**src/rtl/connect4_pkg.sv**
```systemverilog
// Shared Connect4 constants: board geometry, game FSM codes, result and piece
// codes, and the move sequencer's state encoding.
package connect4_pkg;

    localparam int ROWS  = 6;
    localparam int COLS  = 7;
    localparam int CELLS = ROWS * COLS;

    localparam logic [1:0] GAME_INIT = 2'b00;
    localparam logic [1:0] P1_TURN   = 2'b01;
    localparam logic [1:0] P2_TURN   = 2'b10;
    localparam logic [1:0] END_GAME  = 2'b11;

    localparam logic [1:0] NEXT_TURN  = 2'b00;
    localparam logic [1:0] PLAYER_WIN = 2'b01;
    localparam logic [1:0] TIE_GAME   = 2'b10;

    localparam logic [1:0] EMPTY = 2'b00;
    localparam logic [1:0] P1    = 2'b01;
    localparam logic [1:0] P2    = 2'b10;

    localparam logic [2:0] SEQ_CLEAR    = 3'd0;
    localparam logic [2:0] SEQ_IDLE     = 3'd1;
    localparam logic [2:0] SEQ_VALIDATE = 3'd2;
    localparam logic [2:0] SEQ_WRITE    = 3'd3;
    localparam logic [2:0] SEQ_CHECK    = 3'd4;
    localparam logic [2:0] SEQ_UPDATE   = 3'd5;

endpackage

```
**src/rtl/column_height_bank.sv**
```systemverilog
// Per-column fill heights for the board: one 3-bit counter per column, a full
// flag per column and a single increment port.
module column_height_bank
    import connect4_pkg::*;
(
    input  logic                clk,
    input  logic                rst_n,
    input  logic                clear,
    input  logic                inc,
    input  logic [2:0]          inc_col,
    output logic [3*COLS-1:0]   heights,
    output logic [COLS-1:0]     full
);

    logic [3*COLS-1:0] heights_q;
    logic [3*COLS-1:0] heights_d;

    always_comb begin
        heights_d = heights_q;
        if (clear) begin
            heights_d = '0;
        end else if (inc) begin
            for (int i = 0; i < COLS; i++) begin
                // A full column never wraps back to zero.
                if (inc_col == i[2:0] && heights_q[i*3 +: 3] != 3'(ROWS)) begin
                    heights_d[i*3 +: 3] = heights_q[i*3 +: 3] + 3'd1;
                end
            end
        end
    end

    always_comb begin
        full = '0;
        for (int i = 0; i < COLS; i++) begin
            full[i] = (heights_q[i*3 +: 3] == 3'(ROWS));
        end
    end

    always_ff @(posedge clk or negedge rst_n) begin
        if (!rst_n) heights_q <= '0;
        else        heights_q <= heights_d;
    end

    assign heights = heights_q;

endmodule

```
**src/rtl/move_sequencer.sv**
```systemverilog
// Connect4 move sequencer: clears the board, validates and writes each drop,
// runs the win check and reports turn / result to the game FSM.
module move_sequencer
    import connect4_pkg::*;
(
    input  logic       clk,
    input  logic       reset,
    input  logic       new_game,
    input  logic [1:0] current_state,
    input  logic       drop_valid,
    input  logic [2:0] drop_col,
    output logic       board_we,
    output logic [2:0] board_row,
    output logic [2:0] board_col,
    output logic [1:0] board_piece,
    output logic       chk_start,
    input  logic       chk_done,
    input  logic       chk_win,
    output logic [1:0] in_game_status,
    output logic       player_turn,
    output logic       invalid_column,
    output logic       busy,
    output logic [2:0] state_dbg
);

    // Handshake: drop_valid is a one-cycle request, taken only in IDLE; chk_start
    // is a one-cycle pulse and the cell stays on board_* until chk_done is seen in CHECK.
    logic [2:0] state_q, state_d;
    logic [2:0] clr_row_q, clr_row_d;
    logic [2:0] clr_col_q, clr_col_d;
    logic [2:0] row_q, row_d;
    logic [2:0] col_q, col_d;
    logic [1:0] piece_q, piece_d;
    logic       we_q, we_d;
    logic       chk_start_q, chk_start_d;
    logic [1:0] status_q, status_d;
    logic       turn_q, turn_d;
    logic       invalid_q, invalid_d;
    logic       win_q, win_d;
    logic [5:0] count_q, count_d;
    logic       busy_q, busy_d;

    logic [3*COLS-1:0] heights;
    logic [COLS-1:0]   full;
    logic              inc;
    logic [2:0]        sel_h;
    logic              sel_full;
    logic              my_turn;

    column_height_bank u_heights (
        .clk     (clk),
        .rst_n   (reset),
        .clear   (new_game),
        .inc     (inc),
        .inc_col (col_q),
        .heights (heights),
        .full    (full)
    );

    // Out-of-range columns fall through with sel_full=1, so they are rejected too.
    always_comb begin
        sel_h    = '0;
        sel_full = 1'b1;
        for (int i = 0; i < COLS; i++) begin
            if (col_q == i[2:0]) begin
                sel_h    = heights[i*3 +: 3];
                sel_full = full[i];
            end
        end
    end

    assign my_turn = (current_state == P1_TURN && !turn_q) ||
                     (current_state == P2_TURN &&  turn_q);

    always_comb begin
        state_d     = state_q;
        clr_row_d   = clr_row_q;
        clr_col_d   = clr_col_q;
        row_d       = row_q;
        col_d       = col_q;
        piece_d     = piece_q;
        we_d        = 1'b0;
        chk_start_d = 1'b0;
        status_d    = status_q;
        turn_d      = turn_q;
        invalid_d   = invalid_q;
        win_d       = win_q;
        count_d     = count_q;
        inc         = 1'b0;

        case (state_q)
            SEQ_CLEAR: begin
                // clr_col reaching COLS marks the cycle after the last cleared cell.
                if (clr_col_q == 3'(COLS)) begin
                    state_d = SEQ_IDLE;
                end else begin
                    we_d    = 1'b1;
                    row_d   = clr_row_q;
                    col_d   = clr_col_q;
                    piece_d = EMPTY;
                    if (clr_row_q == 3'(ROWS - 1)) begin
                        clr_row_d = '0;
                        clr_col_d = clr_col_q + 3'd1;
                    end else begin
                        clr_row_d = clr_row_q + 3'd1;
                    end
                end
            end
            SEQ_IDLE: begin
                if (drop_valid && status_q == NEXT_TURN && my_turn) begin
                    col_d     = drop_col;
                    invalid_d = 1'b0;
                    state_d   = SEQ_VALIDATE;
                end
            end
            SEQ_VALIDATE: begin
                if (sel_full) begin
                    invalid_d = 1'b1;
                    state_d   = SEQ_IDLE;
                end else begin
                    row_d   = sel_h;
                    piece_d = turn_q ? P2 : P1;
                    we_d    = 1'b1;
                    state_d = SEQ_WRITE;
                end
            end
            SEQ_WRITE: begin
                inc         = 1'b1;
                count_d     = count_q + 6'd1;
                chk_start_d = 1'b1;
                state_d     = SEQ_CHECK;
            end
            SEQ_CHECK: begin
                if (chk_done) begin
                    win_d   = chk_win;
                    state_d = SEQ_UPDATE;
                end
            end
            SEQ_UPDATE: begin
                // A win on the last free cell still reports PLAYER_WIN.
                if (win_q)                       status_d = PLAYER_WIN;
                else if (count_q == 6'(CELLS))   status_d = TIE_GAME;
                else                             turn_d   = !turn_q;
                state_d = SEQ_IDLE;
            end
            default: state_d = SEQ_CLEAR;
        endcase

        if (new_game) begin
            state_d     = SEQ_CLEAR;
            clr_row_d   = '0;
            clr_col_d   = '0;
            row_d       = '0;
            col_d       = '0;
            piece_d     = EMPTY;
            we_d        = 1'b0;
            chk_start_d = 1'b0;
            status_d    = NEXT_TURN;
            turn_d      = 1'b0;
            invalid_d   = 1'b0;
            win_d       = 1'b0;
            count_d     = '0;
        end
    end

    assign busy_d = (state_d != SEQ_IDLE);

    always_ff @(posedge clk or negedge reset) begin
        if (!reset) begin
            state_q     <= SEQ_CLEAR;
            clr_row_q   <= '0;
            clr_col_q   <= '0;
            row_q       <= '0;
            col_q       <= '0;
            piece_q     <= EMPTY;
            we_q        <= 1'b0;
            chk_start_q <= 1'b0;
            status_q    <= NEXT_TURN;
            turn_q      <= 1'b0;
            invalid_q   <= 1'b0;
            win_q       <= 1'b0;
            count_q     <= '0;
            busy_q      <= 1'b1;
        end else begin
            state_q     <= state_d;
            clr_row_q   <= clr_row_d;
            clr_col_q   <= clr_col_d;
            row_q       <= row_d;
            col_q       <= col_d;
            piece_q     <= piece_d;
            we_q        <= we_d;
            chk_start_q <= chk_start_d;
            status_q    <= status_d;
            turn_q      <= turn_d;
            invalid_q   <= invalid_d;
            win_q       <= win_d;
            count_q     <= count_d;
            busy_q      <= busy_d;
        end
    end

    assign board_we       = we_q;
    assign board_row      = row_q;
    assign board_col      = col_q;
    assign board_piece    = piece_q;
    assign chk_start      = chk_start_q;
    assign in_game_status = status_q;
    assign player_turn    = turn_q;
    assign invalid_column = invalid_q;
    assign busy           = busy_q;
    assign state_dbg      = state_q;

endmodule

```
**config.mk**
```make
export PLATFORM = sky130hd
export DESIGN_NAME = move_sequencer
export DESIGN_NICKNAME = d
export VERILOG_FILES = /design/src/rtl/connect4_pkg.sv /design/src/rtl/column_height_bank.sv /design/src/rtl/move_sequencer.sv
export SDC_FILE = /design/constraint.sdc
export NUM_CORES = 1
export LEC_CHECK = 0
export CELL_PAD_IN_SITES_DETAIL_PLACEMENT = 2
export CELL_PAD_IN_SITES_GLOBAL_PLACEMENT = 2
export CORE_MARGIN = 2
export CORE_UTILIZATION = 37
export CTS_CLUSTER_SIZE = 24
export DETAILED_ROUTE_END_ITERATION = 10
export PLACE_DENSITY = 0.76
export SETUP_SLACK_MARGIN = 0.2
export SLEW_MARGIN = 20
export SYNTH_ARGS = -nofsm -noshare
export SYNTH_HDL_FRONTEND = slang
export SYNTH_HIERARCHICAL = 1
export SYNTH_SLANG_ARGS = --single-unit
```
**constraint.sdc**
```tcl
create_clock -name clk -period 3 [get_ports clk]
set_input_delay 0.45 -clock clk [delete_from_list [all_inputs] [get_ports clk]]
set_output_delay 0.45 -clock clk [all_outputs]
set_load 0.01 [all_outputs]
```
==> reports/qor.json <==
{
  "run_status": "completed",
  "grt_setup_unrepaired": "no",
  "cp_max_fo": 30,
  "post_layout_nonfiller_instances": 466,
  "synth_fp_nets": 358,
  "pin_count_of_the_biggest_net_entering_global_routing": 53,
  "clock-root-buffer": "sky130_fd_sc_hd__clkbuf_8",
  "first_global_vias": 2952,
  "placement_rows": 34,
  "worst-r2r-setup-slack_ns": 0.57,
  "path_clk_slew_ns": 0.10,
  "synth_cell_type_count": 56,
  "worstSetupEndpointType": "output pin",
  "path_delay_family": "flip-flops",
  "detailed_place_hpwl_mm": 6.518,
  "maxUsedRoutingLayer": "met4",
  "cts_hold_repair.buffers": 0,
  "nNetsFinal": 386,
  "syn_avg_cell_area_um2": 9.869,
  "finalHoldViolCount": 0,
  "floorplan.initialDensity_pct": 37.78,
  "global_placement_routability_congestion": 0.7662,
  "post-route-min-period_ns": 2.447,
  "via_count": 2654,
  "final_antenna_net_count": 0,
  "antenna_found_initial": 0,
  "maxSlewHeadroom_pct": 35.37,
  "cts_tree": "built",
  "slew_at_the_pin_with_the_worst_max_slew_slack_ns": 0.9695,
  "routedLengthMet1_mm": 4.236,
  "skew_ns": 0.008406,
  "grt_overflow_total": 0,
  "cts_sinks": 52,
  "cts_resized": 0,
  "cells_along_the_critical_path": "clkdlybuf4s50_1",
  "synth_top_cell_by_area": "sky130_fd_sc_hd__dfrtp_1",
  "top_cells_by_area_in_the_synthesized_netlist": "sky130_fd_sc_hd__dfrtp_1 (39%), sky130_fd_sc_hd__ha_1 (6.9%), sky130_fd_sc_hd__nor2_1 (5.8%)",
  "synth-edff-count": 0,
  "timing.max_cap.violations": 0,
  "route.detailed.drc": 0,
  "tritoncts.num_buffers": 5,
  "share_of_the_synthesized_area_in_the_top_cell_type_pct": 39.31,
  "detailroute.wirelength.met3_um": 131,
  "vdd_drop_max_uv": 155.3,
  "drive_gt1_share_pct": 11.17,
  "cts_htree_levels": 2,
  "pwr_density_cell_mw_per_mm2": 323.9,
  "die_area_mm2": 0.009540,
  "async_s_r_ff_share_synth_pct": 100.0,
  "yosysWarningCount": 6,
  "core_mm2": 0.008593,
  "grt_first_pass_wirelength_mm": 15.58,
  "finalSetupViolations": 0,
  "cellLeakagePower_nw": 1.569,
  "avgRoutedWirePerCell_um": 19.09,
  "worst_path_buf_inv": 1,
  "wl_met2_mm": 4.436,
  "insertion_delay_ns": 0.31,
  "final_min_period_over_clock_period_pct": 81.57,
  "postSynthRegisterBits": 52,
  "areaGrowthSynthToFinish_pct": 14.61,
  "synthFlopType": "sky130_fd_sc_hd__dfrtp_1",
  "drv_slew": 0,
  "critical-path-slowest-cell": "sky130_fd_sc_hd__dfrtp_1",
  "first_pass_iters": 4,
  "post-place-cells": 458,
  "dieWidth_um": 97.68,
  "cts_max_path_buffers": 2,
  "worst_path_largest_cell_delay_ns": 0.99,
  "fmaxAchievable_mhz": 408.7,
  "postSynthCellCount": 329,
  "hp-class": "in2async",
  "place.port_buffers": 28,
  "routed_via_density": 5.695,
  "crit_arrival_ns": 2.00,
  "worstPathRequired_ns": 2.55,
  "drt-total-wl_mm": 8.894,
  "overall_track_demand_over_capacity_in_global_routing_pct": 20.24,
  "cts_post_setup_buffers_inserted": 0,
  "setup_tns_ns": 0,
  "synth.cell_area_mm2": 0.003247,
  "timing.critical_path.from_type": "flip-flop",
  "ys_seq_area_share_pct": 40.12,
  "initialDrtViolationCount": 61,
  "diodes": 0,
  "floorplan.die.height_um": 97.68,
  "critPathKind": "reg2out",
  "num_io_pins": 29
}
-- worst paths after layout --
check	start	end	cells past startpoint
setup / recovery	board_col[0]	board_col[0]	1
hold / removal	reset	u_heights/heights[20]	2
setup reg to reg	board_col[1]	board_row[1]	5
hold reg to reg	u_heights/heights[5]	u_heights/heights[5]	1
max in group asynchronous	reset	in_game_status[0]	2
min in group clk	u_heights/heights[5]	u_heights/heights[5]	1
-- routing by layer --
metal / GRT usage, % / vias up
met1: 26.65 / 1366
met5: 0 / -
met4: 4.380 / 0
li1: - / 1258
met2: 35.65 / 22
met3: 2.518 / 8
-- sequential cells by signal (all words and copies together), names as in the netlist --
register	flops
clr_row_q	3
u_heights/heights	21
player_turn	1
board_row	3
busy	1
in_game_status	2
chk_start	1
clr_col_q	3
win_q	1
count_q	6
board_piece	2
board_col	3
board_we	1
state_dbg	3
invalid_column	1
-- synth_stat cells (4+ instances only) --
cell type	instances
sky130_fd_sc_hd__a211oi_1	7
sky130_fd_sc_hd__a21oi_1	14
sky130_fd_sc_hd__and2_1	7
sky130_fd_sc_hd__buf_2	4
sky130_fd_sc_hd__clkbuf_1	8
sky130_fd_sc_hd__dfrtp_1	51
sky130_fd_sc_hd__ha_1	18
sky130_fd_sc_hd__inv_1	21
sky130_fd_sc_hd__mux2_2	7
sky130_fd_sc_hd__mux2_4	4
sky130_fd_sc_hd__mux2i_1	13
sky130_fd_sc_hd__nand2_1	10
sky130_fd_sc_hd__nand2b_1	6
sky130_fd_sc_hd__nand3_1	7
sky130_fd_sc_hd__nand3b_1	5
sky130_fd_sc_hd__nor2_1	50
sky130_fd_sc_hd__nor2b_1	7
sky130_fd_sc_hd__nor3b_1	5
sky130_fd_sc_hd__o211ai_1	11
sky130_fd_sc_hd__o21ai_0	7
sky130_fd_sc_hd__o311ai_0	4
sky130_fd_sc_hd__o41ai_1	12
sky130_fd_sc_hd__xor2_1	5
-- cells by family after synthesis --
group	synth area share, %
XOR/XNOR	1.888
multiplexers	8.285
flip-flops	40.12
AO/OA/AOI/OAI	18.84
buffers and inverters	5.010
adder cells (fa/ha/maj)	6.937
AND/OR/NAND/NOR	18.92
-- report_power, final --
group / leakage [nW] / internal (mW) / total, mW / switching (mW)
combinational: 0.810 / 0.0266 / 0.0704 / 0.0437
sequential: 0.718 / 0.706 / 0.712 / 0.00648
clock: 0.0414 / 0.167 / 0.423 / 0.256
-- area by class of cell --
cell class                      instances  area (µm²)
Fill cell                             943        4872
Multi-Input combinational cell        240        1782
Sequential cell                        52        1303
Timing Repair Buffer                   36       330.3
Tap cell                              108       135.1
Inverter                               22       82.58
Clock buffer                            6       72.57
Clock inverter                          2       16.27
-- cells in the final DEF (no fill, tap or decap), types with 8 or more instances in the layout --
cell	count
sky130_fd_sc_hd__dfrtp_1	51
sky130_fd_sc_hd__nor2_1	50
sky130_fd_sc_hd__clkdlybuf4s50_1	26
sky130_fd_sc_hd__inv_1	21
sky130_fd_sc_hd__ha_1	18
sky130_fd_sc_hd__a21oi_1	14
sky130_fd_sc_hd__mux2i_1	13
sky130_fd_sc_hd__o41ai_1	12
sky130_fd_sc_hd__o211ai_1	11
sky130_fd_sc_hd__nand2_1	10
sky130_fd_sc_hd__buf_4	8
-- stage by stage --
step,setup slack (ns),power (mW),cell area [µm²],hold WS (ns),util [%]
5_1_grt,0.4189,1.262,3721,0.3178,43.30
6_report,0.5530,1.205,3721,0.2620,43.30
3_5_place_dp,0.5649,0.7986,3632,0.5065,42.27
3_3_place_gp,0.6056,0.7964,3632,0.4934,42.27
4_1_cts,0.5417,1.228,3721,0.2869,43.30
2_1_floorplan,0.7636,0.7533,3247,0.1544,-
Power figures use the tool's default switching activity.
